**config.mk**
```make
export PLATFORM = sky130hd
export DESIGN_NAME = seq6_monitor
export DESIGN_NICKNAME = d
export VERILOG_FILES = /design/src/rtl/seq6_pkg.sv /design/src/rtl/seq6_decode.sv /design/src/rtl/seq6_monitor.sv
export SDC_FILE = /design/constraint.sdc
export NUM_CORES = 1
export LEC_CHECK = 0
export CAP_MARGIN = 30
export CORE_UTILIZATION = 41
export DETAILED_ROUTE_END_ITERATION = 8
export GPL_TIMING_DRIVEN = 1
export PLACE_DENSITY = 0.71
export SYNTH_ARGS = -nofsm -noshare
export SYNTH_HDL_FRONTEND = slang
export SYNTH_SLANG_ARGS = --single-unit
```
**constraint.sdc**
```tcl
create_clock -name clk -period 1.7 [get_ports clk]
set_input_delay 0.425 -clock clk [delete_from_list [all_inputs] [get_ports clk]]
set_output_delay 0.425 -clock clk [all_outputs]
set_load 0.005 [all_outputs]
```
**src/rtl/seq6_pkg.sv**
```systemverilog
// Shared definitions for the 6-state sequence monitor: code constants,
// FSM state encoding and default counter widths.
package seq6_pkg;

   // Legal counter codes, named by their binary value.
   localparam logic [2:0] S0 = 3'b000;
   localparam logic [2:0] S1 = 3'b001;
   localparam logic [2:0] S3 = 3'b011;
   localparam logic [2:0] S4 = 3'b100;
   localparam logic [2:0] S6 = 3'b110;
   localparam logic [2:0] S7 = 3'b111;

   // Index of the last code in a lap (100).
   localparam logic [2:0] IDX_LAST = 3'd5;

   localparam int unsigned DEF_ERR_W = 4;
   localparam int unsigned DEF_LAP_W = 8;

   typedef enum logic [1:0] {
      StUnlocked,
      StLocked,
      StFault
   } mon_state_e;

endpackage

```
**src/rtl/seq6_decode.sv**
```systemverilog
// Combinational decoder for one counter code: position index, legality
// and expected successor in the 000-011-001-111-110-100 cycle.
module seq6_decode
   import seq6_pkg::*;
(
   input  logic [2:0] code,
   output logic [2:0] idx,
   output logic       legal,
   output logic [2:0] succ
);

   // Map each code to its position and successor; 010/101 are illegal.
   always_comb begin
      idx   = 3'd0;
      legal = 1'b1;
      succ  = S0;
      unique case (code)
         S0: begin idx = 3'd0; succ = S3; end
         S3: begin idx = 3'd1; succ = S1; end
         S1: begin idx = 3'd2; succ = S7; end
         S7: begin idx = 3'd3; succ = S6; end
         S6: begin idx = 3'd4; succ = S4; end
         S4: begin idx = 3'd5; succ = S0; end
         default: legal = 1'b0;
      endcase
   end

endmodule

```
**src/rtl/seq6_monitor.sv**
```systemverilog
// Sequence monitor for the 6-state counter. Locks on code 000, tracks the
// position index, pulses wrap per completed lap and err per fault.
// Optional macro SEQ6_MON_RESYNC_EN: when defined, a sampled 000 in FAULT
// re-locks the monitor; otherwise FAULT is held until reset.
module seq6_monitor
   import seq6_pkg::*;
#(
   parameter int unsigned ERR_W = DEF_ERR_W,
   parameter int unsigned LAP_W = DEF_LAP_W
) (
   input  logic             clk,
   input  logic             reset,
   input  logic             en,
   input  logic [2:0]       count_in,
   output logic [2:0]       idx,
   output logic             locked,
   output logic             wrap,
   output logic             err,
   output logic [ERR_W-1:0] err_cnt,
   output logic [LAP_W-1:0] lap_cnt
);

   mon_state_e       state_q, state_d;
   logic [2:0]       prev_q, prev_d;
   logic [2:0]       idx_q, idx_d;
   logic             wrap_q, wrap_d;
   logic             err_q, err_d;
   logic [ERR_W-1:0] err_cnt_q, err_cnt_d;
   logic [LAP_W-1:0] lap_cnt_q, lap_cnt_d;

   logic [2:0] in_idx;
   logic       in_legal;
   logic [2:0] unused_in_succ;
   logic [2:0] prev_idx;
   logic       prev_legal;
   logic [2:0] prev_succ;

   seq6_decode u_dec_in (
      .code  (count_in),
      .idx   (in_idx),
      .legal (in_legal),
      .succ  (unused_in_succ)
   );

   seq6_decode u_dec_prev (
      .code  (prev_q),
      .idx   (prev_idx),
      .legal (prev_legal),
      .succ  (prev_succ)
   );

   // Next-state: lock/accept/stall/fault decisions on each qualified sample.
   always_comb begin
      state_d   = state_q;
      prev_d    = prev_q;
      idx_d     = idx_q;
      wrap_d    = 1'b0;
      err_d     = 1'b0;
      err_cnt_d = err_cnt_q;
      lap_cnt_d = lap_cnt_q;
      if (en) begin
         unique case (state_q)
            StUnlocked: begin
               if (count_in == S0) begin
                  state_d = StLocked;
                  prev_d  = S0;
                  idx_d   = 3'd0;
               end else if (!in_legal) begin
                  err_d = 1'b1;
               end
            end
            StLocked: begin
               if (in_legal && prev_legal && (count_in == prev_succ)) begin
                  prev_d = count_in;
                  idx_d  = in_idx;
                  if ((prev_idx == IDX_LAST) && (in_idx == 3'd0)) begin
                     wrap_d    = 1'b1;
                     lap_cnt_d = lap_cnt_q + LAP_W'(1);
                  end
               end else if (count_in != prev_q) begin
                  // Repeating prev is a legal stall; anything else faults.
                  err_d   = 1'b1;
                  state_d = StFault;
               end
            end
            StFault: begin
`ifdef SEQ6_MON_RESYNC_EN
               if (count_in == S0) begin
                  state_d = StLocked;
                  prev_d  = S0;
                  idx_d   = 3'd0;
               end
`endif
            end
            default: state_d = StUnlocked;
         endcase
      end
      if (err_d && (err_cnt_q != '1)) begin
         err_cnt_d = err_cnt_q + ERR_W'(1);
      end
   end

   // State register with asynchronous clear of every output.
   always_ff @(posedge clk or posedge reset) begin
      if (reset) begin
         state_q   <= StUnlocked;
         prev_q    <= S0;
         idx_q     <= 3'd0;
         wrap_q    <= 1'b0;
         err_q     <= 1'b0;
         err_cnt_q <= '0;
         lap_cnt_q <= '0;
      end else begin
         state_q   <= state_d;
         prev_q    <= prev_d;
         idx_q     <= idx_d;
         wrap_q    <= wrap_d;
         err_q     <= err_d;
         err_cnt_q <= err_cnt_d;
         lap_cnt_q <= lap_cnt_d;
      end
   end

   assign idx     = idx_q;
   assign locked  = (state_q == StLocked);
   assign wrap    = wrap_q;
   assign err     = err_q;
   assign err_cnt = err_cnt_q;
   assign lap_cnt = lap_cnt_q;

endmodule

```
Yosys cells after proc, flatten, opt, wreduce, memory -nomap -nowiden
Cells that the tools add are included.
W data, S select, Z words.
{"block": "classes", "addsub": 2, "muxes": 24, "bitwise": 1, "eq_ne": 20, "reduce_logical": 14}
{"operator": "$pmux W3 S5", "count": 3}
{"operator": "$eq A3 B3 Y1 const B", "count": 7}
{"operator": "$pmux W3 S2", "count": 2}
{"operator": "$reduce_or A6 Y1", "count": 2}
{"operator": "$mux W1", "count": 11}
{"operator": "$logic_not A3 Y1", "count": 3}
{"operator": "$mux W3", "count": 3}
{"operator": "$add A8 B1 Y8 const B", "count": 1}
{"operator": "$reduce_and A4 Y1", "count": 2}
{"operator": "$eq A3 B1 Y1 const B", "count": 2}
{"operator": "$eq A3 B2 Y1 const B", "count": 2}
{"operator": "$mux W2", "count": 3}
{"operator": "$pmux W2 S3", "count": 1}
{"operator": "$reduce_and A5 Y1", "count": 1}
{"operator": "$add A4 B1 Y4 const B", "count": 1}
{"operator": "$logic_and A1 B1 Y1", "count": 4}
{"operator": "$ne A2 B1 Y1 const B", "count": 2}
{"operator": "$ne A2 B2 Y1 const B", "count": 2}
{"operator": "$ne A4 B4 Y1 const B", "count": 1}
{"operator": "$eq A3 B3 Y1", "count": 1}
{"operator": "$ne A3 B3 Y1", "count": 1}
{"operator": "$eq A2 B1 Y1 const B", "count": 1}
{"operator": "$eq A2 B2 Y1 const B", "count": 1}
{"operator": "$logic_not A2 Y1", "count": 1}
{"operator": "3 further kinds", "count": 3}
{"block": "totals", "ff_bits": 22, "inputBits": 6, "word_cells": 68, "out_inout_bits": 18}

Longest topological paths before layout
Gate-level depths: netlist of run 1.
{"block": "logic_depth", "depth_word": 9, "mapped_depth": 7}

Modules after synthesis
Synthesis of run 1 repeated with hierarchy kept, for this count alone.
{"block": "unflattened", "hier_cells": 131, "hier_area_um2": 1231.2}
{"module": "seq6_monitor", "cells_each": 105, "area_each_um2": 1088.5, "instances": 1}
{"module": "seq6_decode", "cells_each": 13, "area_each_um2": 71.3, "instances": 2}

Worst setup path after synthesis of run 1
OpenSTA, ideal clock, no wires.
{"block": "synth_timing", "path_type": "in2reg", "start": "input port count_in[2]", "end": "register lap_cnt_q[1], in the netlist lap_cnt[1]", "t_arrival_ps": 1584, "setup_ps": 125, "slack_ps": -9, "cell_stages": 6, "cell_sequence": "buf_6 -> buf_6 -> nor4_1 -> o2111a_1 -> buf_4 -> mux2_2"}
{"block": "synth_between", "elab_chain_len": 6}
{"element": "start, declared", "line": "seq6_monitor.sv:14", "text": "input logic [2:0] count_in,"}
{"element": "$eq A3 B3 Y1, or another cell as far along", "line": "seq6_decode.sv:17", "text": "unique case (code)"}
{"element": "$reduce_or A6 Y1 (no line)"}
{"element": "$mux W1", "line": "seq6_decode.sv:17"}
{"element": "$logic_and A1 B1 Y1 (2 in a row)", "line": "seq6_monitor.sv:73", "text": "if (in_legal && prev_legal && (count_in == prev_succ)) begin"}
{"element": "$reduce_and A4 Y1 (no line) *"}
{"element": "end signal, assigned", "line": "seq6_monitor.sv:120", "text": "lap_cnt_q <= lap_cnt_d;"}
{"element": "end, declared", "line": "seq6_monitor.sv:29", "text": "logic [LAP_W-1:0] lap_cnt_q, lap_cnt_d;"}
Mark *: on every way between the ends. The rest lies on a longest branch, timed or not.
A chain may end at the register's enable or synchronous reset.

Final worst setup path of run 1
{"block": "layout_timing", "start": "register prev_q[0]", "end": "register idx_q[1], in the netlist idx[1]"}
{"block": "layout_between", "elab_chain_len": 7}
{"element": "start, declared", "line": "seq6_monitor.sv:24", "text": "logic [2:0] prev_q, prev_d;"}
{"element": "start signal, assigned", "line": "seq6_monitor.sv:115", "text": "prev_q <= prev_d;"}
{"element": "branches (longest 4 deep; another with $pmux W3 S5)"}
{"element": "$logic_and A1 B1 Y1 *", "line": "seq6_monitor.sv:73"}
{"element": "$ne A2 B1 Y1 (no line) *"}
{"element": "$reduce_and A4 Y1 (no line) *"}
{"element": "end signal, assigned", "line": "seq6_monitor.sv:116", "text": "idx_q <= idx_d;"}
{"element": "end, declared", "line": "seq6_monitor.sv:25", "text": "logic [2:0] idx_q, idx_d;"}
Every way passes the cells marked *.

==> results of run 1 <==
-- cells in the mapped netlist (3+ instances only) --
master | number | area [sq um]
and2_1 | 3 | 18.8
nand3_1 | 6 | 30.0
nor3_1 | 3 | 15.0
buf_4 | 3 | 22.5
o31ai_1 | 3 | 22.5
nand2_1 | 11 | 41.3
o32ai_1 | 3 | 26.3
a22o_1 | 3 | 26.3
a21oi_1 | 3 | 15.0
xnor2_1 | 7 | 61.3
nor2b_1 | 3 | 18.8
buf_6 | 3 | 33.8
inv_1 | 6 | 22.5
dfrtp_1 | 22 | 551
o21ai_0 | 4 | 20.0
nand4_1 | 5 | 31.3
nand2b_1 | 3 | 18.8
nor2_1 | 13 | 48.8
xor2_1 | 3 | 26.3
-- sequential cells by signal (all words and copies together) (netlist names) --
register and cells:
err 1, err_cnt 4, idx 3, lap_cnt 8, prev_q 3, state_q 2, wrap 1
-- how the worst max path moves through the flow --
stage	from	end	slack (ps)	cells after the start
6_report	prev_q[0]	idx[1]	-20	6
5_1_grt	prev_q[0]	idx[1]	-120	6
4_1_cts	prev_q[0]	idx[1]	-30	6
3_5_place_dp	count_in[1]	state_q[0]	-590	8
3_3_place_gp	count_in[1]	state_q[0]	-540	8
2_1_floorplan	count_in[2]	lap_cnt[1]	7	6
-- cell type report --
type                    instances  area share (%)
clock buffers                   4            1.59
multi-input cells             113            42.3
inverters                       7            1.15
flip-flops and latches         22            24.3
repair buffers                 71            28.1
well taps                      46            2.53
-- per-stage QoR --
step                setup slack, ps  area (sq um)
detailed placement             -586          1940
floorplan                      7.32          1490
global placement               -536          1940
global route                   -116          2280
CTS                           -33.4          2140
finish                        -24.3          2280
-- cells by family after synthesis --
logic type      count (synthesis)
compound gates                 37
buf+inv                        16
mux                             2
simple gates                   62
flops                          22
fa+ha+maj                       2
xor+xnor                       10
-- routing by layer --
layer	routed length [um]	share of wire, %
met1	1860	45
met5	0	0
met3	147	3.6
met4	41	1.0
met2	2060	50
-- report_power, final --
part           leakage, nW  switching (mW)  internal [mW]
logic                0.752           0.450          0.504
registers            0.289          0.0684          0.597
clock network       0.0210           0.172          0.131
-- repair_timing --
item,CTS,global route
buffers inserted,11,7
endpoints found under the setup margin,29,20
pin swaps,10,9
cloned,1,0
hold endpoints to repair,0,0
resized for setup,31,21
-- tightest hold or removal path: stages --
cell and delay (ps):
clkdlybuf4s50_1 390, inv_1 50, buf_4 280
-- cells in the final DEF, fill, tap and decap left out, types with 2 or more instances in the layout --
cell type,n
o31ai_4,2
and3_1,2
a22o_1,3
nand4_1,5
or3_1,2
nand3_1,6
clkbuf_4,3
nor2_1,12
a21oi_2,2
dlygate4sd2_1,4
nor3_1,3
o311ai_2,2
a21oi_1,3
inv_1,6
o21ai_0,3
buf_6,8
xnor2_1,6
nand2b_1,3
xor2_1,2
dfrtp_2,2
a32o_1,2
ha_1,2
nor2b_1,3
and2_1,3
dfrtp_1,20
dlymetal6s2s_1,4
o32ai_2,2
buf_4,38
clkdlybuf4s50_1,13
a31oi_1,2
nand2_1,11
==> summary.md, run 1 <==
| Metric | Value |
|---|---|
| Outcome | finished, violations left |
| Failing checks | negative setup slack |
| Flops & latches, synth | 22 |
| Synthesized-area fraction occupied by adder cells | around 1.7% |
| Met2 Resource Use GR | 36.4% |
| Final setup TNS | -29.1 ps |
| Worst-margin pin slew | 395 ps |
| R2R Path End | idx[1] |
| Worst slew margin | between 70% and 80% |
| Number of sinks on the clock net | 22 |
| Multi-input combinational cell area | 965 sq um |
| Row count | 21 |
| Post-synth EDFFs | 0 |
| Met3 global-route usage | 2.76% |
| DIE WIDTH | between 60 and 70 um |
| Num CTS Buffers | 3 |
| Vias in the first global route | 1372 |
| Final Non-Filler Cells | between 200 and 300 |
| Largest net degree at the start of global routing | 23 |
| Mux contribution to synthesized area | under 10% |
| Crit path time final | 1720 ps |
| Slew Limit Fails | 0 |
| Die ar. | around 3900 sq um |
| CP startpoint kind | register |
| Crit-path slowest cell | dfrtp_1 |
| Max Root-Sink Buffers | 2 |
| Final setup viols | 2 |
| Compound-cell area share of the yosys netlist | 23.9% |
| Final Hold Viols | 0 |
| Synth async-reset ratio | 100% |
| # diodes | 0 |
| Fin crit share | 101% |
| Worst hold path type | in -> async |
| Global-route wire length before repair | 6580 um |
| Crit. End Element | register |
| R2R Path Start | prev_q[0] |
| 1st-iter DRT viols | 43 |
| Util after Layout | 66.7% |
| Vias | 1436 |
| Setup Skew | 9.37 ps |
| Worst setup path class | reg -> reg |
| RSZ-0062 raised after global routing | true |
| TritonCTS clock tree | done |
| Ratio of cells with drive above 1 in the final layout | between 30% and 40% |
| Yosys cell types | 54 |
| Final #Nets | 226 |
| FF-to-FF path depth | 6 |
| WL final | 4100 um |
| Peak VDD IR | 0.000408 V |
| ANT nets after route | 0 |
| # fillers | approximately 280 |
| Core area | 3420 sq um |
| Crit path buffers/inverters | 1 |
| Flop-to-flop setup slack | -20 ps |
| Clk Latency, worst-skew pair | 320 ps |
| Worst-path clk slew | 130 ps |
| Post-Syn Area | 1490 sq um |
| Max Cap Viol | 0 |
| IO Count | 24 |
| # hold bufs at CTS | 0 |
| Largest family of logic cells by synthesized area | compound AO/OA/AOI/OAI gates |
| PortBufs | 23 |
| Synth Area in XOR/XNOR | 5.90% |
| Top delay family on crit path | compound AO/OA/AOI/OAI gates |
| Final WS setup | -24.3 ps |
| Met1 Use GR | 28.0% |
| Global placer's final weighted congestion | 0.824 |
| Drt first pass iters | 4 |
| Final HPWL DP | approximately 2500 um |
| Post-Synth Simple-Gate Area | a little under a quarter |
| LEAKAGE | 1.06 nW |
| Pwr per Cell Area | around 840 nW/um^2 |
| CTS H-Tree Depth | 1 |
| Maximum fanout along the worst path | 5 |
| Initial core utilization | 43.5% |
| Root buf cell | clkbuf_4 |
| Worst EP required | between 1500 and 2000 ps |
| GR peak layer | met2 |
| CP cell instances | buf_6 > xor2_4 > o32ai_2 > a22oi_2 > mux2_4 > a22o_1 |
| Hold slack | 419 ps |
| Total power | around 1.9 mW |
| Delay of the slowest critical-path stage | 410 ps |
| Grt total ovfl | 0 |
| Synth Instances | ~150 |
| Avg WL per Cell | approximately 16 um |
| Gr usage total | 21.3% |
| Register area | 553 sq um |
| Remaining DRCs | 0 |
| Syn. warnings | 0 |
| Post-Place Cells | 240 |
| Antenna violations before repair | 0 |
| Fmax | 580 MHz |
| Mapped Nets | 159 |
| Post-Syn Area per Cell | 9.84 sq um |
| Dominant synthesized flop cell | dfrtp_1 |
| Worst EP arrival | 1940 ps |
| DR vias/cell | 5.46 |
| Seq/Total Area, Yosys | 37.1% |
| Layout area overhead | 53.4% |
| Die Y | just over 60 um |
Power figures use the tool's default switching activity.
==> run 2: changes to the inputs <==
CORE_UTILIZATION = 48   (was 41)
PLACE_DENSITY = default   (was 0.71)
PLACE_DENSITY_LB_ADDON = 0.2   (was default)
SKIP_LAST_GASP = 1   (was default)
==> summary.md, run 2 (synthesized netlist as in run 1, its figures left out) <==
| Metric | Value |
|---|---|
| Grt total ovfl | 0 |
| Sw Ratio | 35.3% |
| Number of sinks on the clock net | 22 |
| Slew Limit Fails | 0 |
| Num CTS Buffers | 3 |
| Final setup viols | 5 |
| Outcome | finished, violations left |
| DIE WIDTH | ~58 um |
| Clk pwr share | ~15% |
| Worst slew margin | 70.4% |
| Commonest non-fill, non-tap cell in the layout | buf_4 |
| 1st-iter DRT viols | 65 |
| Commonest cells after routing, fill and taps aside | buf_4 (50), dfrtp_1 (20), clkdlybuf4s50_1 (15) |
| Post-Place Cells | 232 |
| Hold slack | 430 ps |
| Flop pwr share | 33.4% |
| Final #Nets | 234 |
| Final Non-Filler Cells | 256 |
| Clk Latency, worst-skew pair | 310 ps |
| Final HPWL DP | 2730 um |
| CP startpoint kind | register |
| Crit path time final | between 1500 and 2000 ps |
| Final Hold Viols | 0 |
| Vias in the first global route | 1483 |
| Worst EP arrival | 1970 ps |
| Worst hold path type | in -> async |
| TritonCTS clock tree | done |
| PortBufs | 23 |
| Fmax | 567 MHz |
| Die ar. | between 3000 and 4000 sq um |
| CTS H-Tree Depth | 1 |
| Switch Pwr | between 0.7 and 0.8 mW |
| Vias | ~1500 |
| Pwr per Cell Area | 868 nW/um^2 |
| Remaining DRCs | 0 |
| ANT nets after route | 0 |
| WL final | 4310 um |
| Worst-margin pin slew | roughly 440 ps |
| Global-route wire length before repair | 6910 um |
| Crit. End Element | register |
| Avg WL per Cell | 16.8 um |
| Drt first pass iters | 4 |
| Root buf cell | clkbuf_4 |
| Gr usage total | 27.2% |
| Max Cap Viol | 0 |
| Flop-to-flop setup slack | -60 ps |
| Maximum fanout along the worst path | 8 |
| Gate power share | 51.8% |
| DR vias/cell | a little under 6 |
| Setup Skew | 8.12 ps |
| Peak VDD IR | 0.000623 V |
| LEAKAGE | 1.05 nW |
| Layout area overhead | 55.3% |
| Ratio of cells with drive above 1 in the final layout | 42.7% |
| # diodes | 0 |
| Worst EP required | 1910 ps |
| Initial core utilization | 52.1% |
| Core area | 2850 sq um |
| Failing checks | negative setup slack |
| IO Count | 24 |
| Max Root-Sink Buffers | 2 |
| Largest net degree at the start of global routing | 23 |
| Max FFs per register | 8 |
| Worst-path clk slew | between 100 and 150 ps |
| Internal power | between 1 and 1.5 mW |
| Antenna violations before repair | 0 |
| RSZ-0062 raised after global routing | true |
| Final WS setup | -63.2 ps |
| Die Y | slightly below 60 um |
| Global placer's final weighted congestion | 0.920 |
| Row count | 19 |
| Worst setup path class | reg -> reg |
| Fin crit share | 104% |
run 2: changes by cell type in the layout (fill, tap and decap cells not counted), moves of 2 or more:
cell	delta
clkdlybuf4s50_1	+2
a21oi_1	-2
dlymetal6s2s_1	-3
buf_6	-2
buf_4	+12
dlygate4sd2_1	+2
run 2: critical path: stages (launching register included):
cell and delay [ps]:
dfrtp_2 500, buf_6 160, xnor2_4 120, nor4b_4 360, buf_4 180, a21oi_4 40
a21boi_2 190, nor2_1 100
run 2: layer usage:
layer,global-route usage [%],wire [um]
met5,0,0
met4,7.32,29
met3,2.90,219
met2,46.3,2120
met1,37.1,1940
run 2: what timing repair did:
item / CTS / global route
pin swaps: 4 / 19
hold buffers: 0 / 0
setup endpoints to repair: 30 / 19
buffers inserted: 16 / 4
resized for setup: 24 / 21
run 2: path summary, 6_finish.rpt:
path                            start         end  depth (start not counted)
max                         prev_q[1]         err                          7
min                             reset  err_cnt[0]                          3
max reg2reg                 prev_q[1]         err                          7
min reg2reg                lap_cnt[7]  lap_cnt[7]                          1
max in group asynchronous       reset   prev_q[0]                          3
min in group clk           lap_cnt[7]  lap_cnt[7]                          1
run 2: layout make-up:
type | instances | area [sq um]
clock buffer | 4 | 36.3
fill | 168 | 546
inverter | 7 | 26.3
multi-input combinational | 113 | 990
sequential | 22 | 553
tap | 31 | 38.8
timing repair buffer | 79 | 663
run 2: per-stage QoR:
step	cell area (sq um)	setup TNS (ps)	util, %	power, mW	worst slack (ps)
finish	2310	-190	80.9	2.00	-63.2
global route	2310	-806	80.9	2.11	-109
CTS	2180	-83.3	76.4	1.90	-42.3
detailed placement	1960	-12090	68.7	1.43	-708
global placement	1960	-10380	68.7	1.41	-567
floorplan	1490	0	-	1.10	7.32
run 2: power by group through the flow:
| stage | combinational (mW) | sequential [mW] | clock [mW] |
|---|---|---|---|
| after floorplan | 0.419 | 0.682 | 0 |
| after global placement | 0.722 | 0.690 | 0 |
| after detailed placement | 0.738 | 0.697 | 0 |
| after CTS | 0.931 | 0.664 | 0.301 |
| after global routing | 1.12 | 0.677 | 0.321 |
| final | 1.04 | 0.669 | 0.296 |
==> run 3: changes to the inputs <==
--- a/constraint.sdc
+++ b/constraint.sdc
@@ -3,2 +3,2 @@
 set_output_delay 0.425 -clock clk [all_outputs]
-set_load 0.005 [all_outputs]
+set_load 0.02 [all_outputs]
==> summary.md, run 3 (synthesized netlist as in run 1, its figures left out) <==
| Metric | Value |
|---|---|
| Outcome | finished, violations left |
| Failing checks | negative setup slack |
| Final setup viols | 2 |
| Clk Latency, worst-skew pair | roughly 310 ps |
| Die ar. | 3320 sq um |
| Gr usage total | 24.6% |
| Initial core utilization | 52.1% |
| ANT nets after route | 0 |
| CP startpoint kind | register |
| Global-route wire length before repair | between 6000 and 7000 um |
| PortBufs | 23 |
| Final HPWL DP | approximately 2600 um |
| Worst-path clk slew | 130 ps |
| Commonest non-fill, non-tap cell in the layout | buf_4 |
| LEAKAGE | 1.06 nW |
| 1st-iter DRT viols | between 40 and 50 |
| Worst EP required | 1910 ps |
| Antenna violations before repair | 0 |
| Final Hold Viols | 0 |
| Ratio of cells with drive above 1 in the final layout | between 30% and 40% |
| Vias in the first global route | 1376 |
| Final #Nets | 223 |
| Post-Place Cells | 227 |
| Row count | 19 |
| Worst hold path type | in -> async |
| Fmax | 581 MHz |
| TritonCTS clock tree | done |
| Setup Skew | 10.1 ps |
| Maximum fanout along the worst path | 7 |
| Crit path time final | 1720 ps |
| Worst EP arrival | 1930 ps |
| Worst setup path class | reg -> reg |
| WL final | 3990 um |
| Num CTS Buffers | 3 |
| Grt total ovfl | 0 |
| Fin crit share | 101% |
| # hold bufs at CTS | 0 |
| CP cell instances | buf_6 > xor2_2 > o32ai_2 > a22oi_2 > mux2_4 > a22o_1 |
| Largest net degree at the start of global routing | 23 |
| Drt first pass iters | 4 |
| Die Y | 57.6 um |
| Vias | 1434 |
| RSZ-0062 raised after global routing | true |
| Number of sinks on the clock net | 22 |
| Commonest cells after routing, fill and taps aside | buf_4 (38), dfrtp_1 (20), dlygate4sd2_1 (17) |
| Worst slew margin | between 70% and 80% |
| Crit path buffers/inverters | 1 |
| IO Count | 24 |
| Setup crit start | prev_q[0] |
| Hold slack | about 420 ps |
| Final WS setup | -22.1 ps |
| Layout area overhead | 48.0% |
| Pwr per Cell Area | between 800 and 900 nW/um^2 |
| Flop-to-flop setup slack | -20 ps |
| Avg WL per Cell | 16.3 um |
| Core area | 2850 sq um |
| R2R Path Start | prev_q[0] |
| Worst-margin pin slew | ~370 ps |
| Max Root-Sink Buffers | 2 |
| Crit. End Element | register |
| Slew Limit Fails | 0 |
| Delay of the slowest critical-path stage | roughly 440 ps |
| Max FFs per register | 8 |
| Max Cap Viol | 0 |
| Remaining DRCs | 0 |
| Global placer's final weighted congestion | 0.911 |
| CTS H-Tree Depth | 1 |
| Top delay family on crit path | compound AO/OA/AOI/OAI gates |
| Crit-path slowest cell | dfrtp_2 |
| # diodes | 0 |
| Peak VDD IR | 0.000587 V |
| Final Non-Filler Cells | between 200 and 250 |
| Root buf cell | clkbuf_4 |
| DR vias/cell | 5.85 |
| DIE WIDTH | 57.6 um |
==> run 3: timing repair <==
action                                  4_1_cts  5_1_grt
hold endpoints to repair                      0        0
gates cloned                                  0        1
buffers inserted                              8        6
endpoints found under the setup margin       35       19
pin swaps                                     7       10
gates resized for setup                      40       11
==> run 3: layer usage <==
metal / global-route usage [%] / routed length [um] / up-vias
met5: 0 / 0 / -
met4: 8.71 / 66 / 0
met3: 2.68 / 153 / 8
met2: 40.0 / 1910 / 37
met1: 34.3 / 1860 / 703
li1: - / - / 686
==> run 3: per-stage QoR <==
stage | power [mW] | cell area (sq um) | setup slack [ps] | util, % | setup TNS (ps)
3_3_place_gp | 1.45 | 1940 | -526 | 67.9 | -9230
6_report | 1.92 | 2200 | -22.1 | 77.1 | -22.6
2_1_floorplan | 1.16 | 1490 | 7.32 | - | 0
5_1_grt | 2.02 | 2200 | -108 | 77.1 | -932
3_5_place_dp | 1.47 | 1940 | -610 | 67.9 | -9740
4_1_cts | 1.83 | 2090 | -20.6 | 73.4 | -22.1
==> run 3: area by class of cell <==
| type | instances | area, sq um |
|---|---|---|
| flip-flops and latches | 22 | 553 |
| multi-input cells | 113 | 948 |
| inverters | 7 | 26.3 |
| well taps | 31 | 38.8 |
| fillers | 210 | 654 |
| repair buffers | 68 | 596 |
| clock buffers | 4 | 36.3 |
==> run 3: worst min-delay path, stage by stage <==
cell and delay (ps):
clkdlybuf4s50_1 390, inv_1 50, buf_4 270
==> run 3: final timing paths <==
path	end	cells after the start
max	idx[1]	6
min	err_cnt[0]	3
max reg2reg	idx[1]	6
min reg2reg	lap_cnt[7]	1
max in group asynchronous	prev_q[0]	3
min in group clk	lap_cnt[7]	1
==> run 3: report_power, final <==
| part | switching [mW] | internal [mW] | total (mW) | leakage, nW |
|---|---|---|---|---|
| logic | 0.487 | 0.468 | 0.955 | 0.751 |
| clock network | 0.166 | 0.131 | 0.297 | 0.0210 |
| registers | 0.0708 | 0.598 | 0.669 | 0.289 |
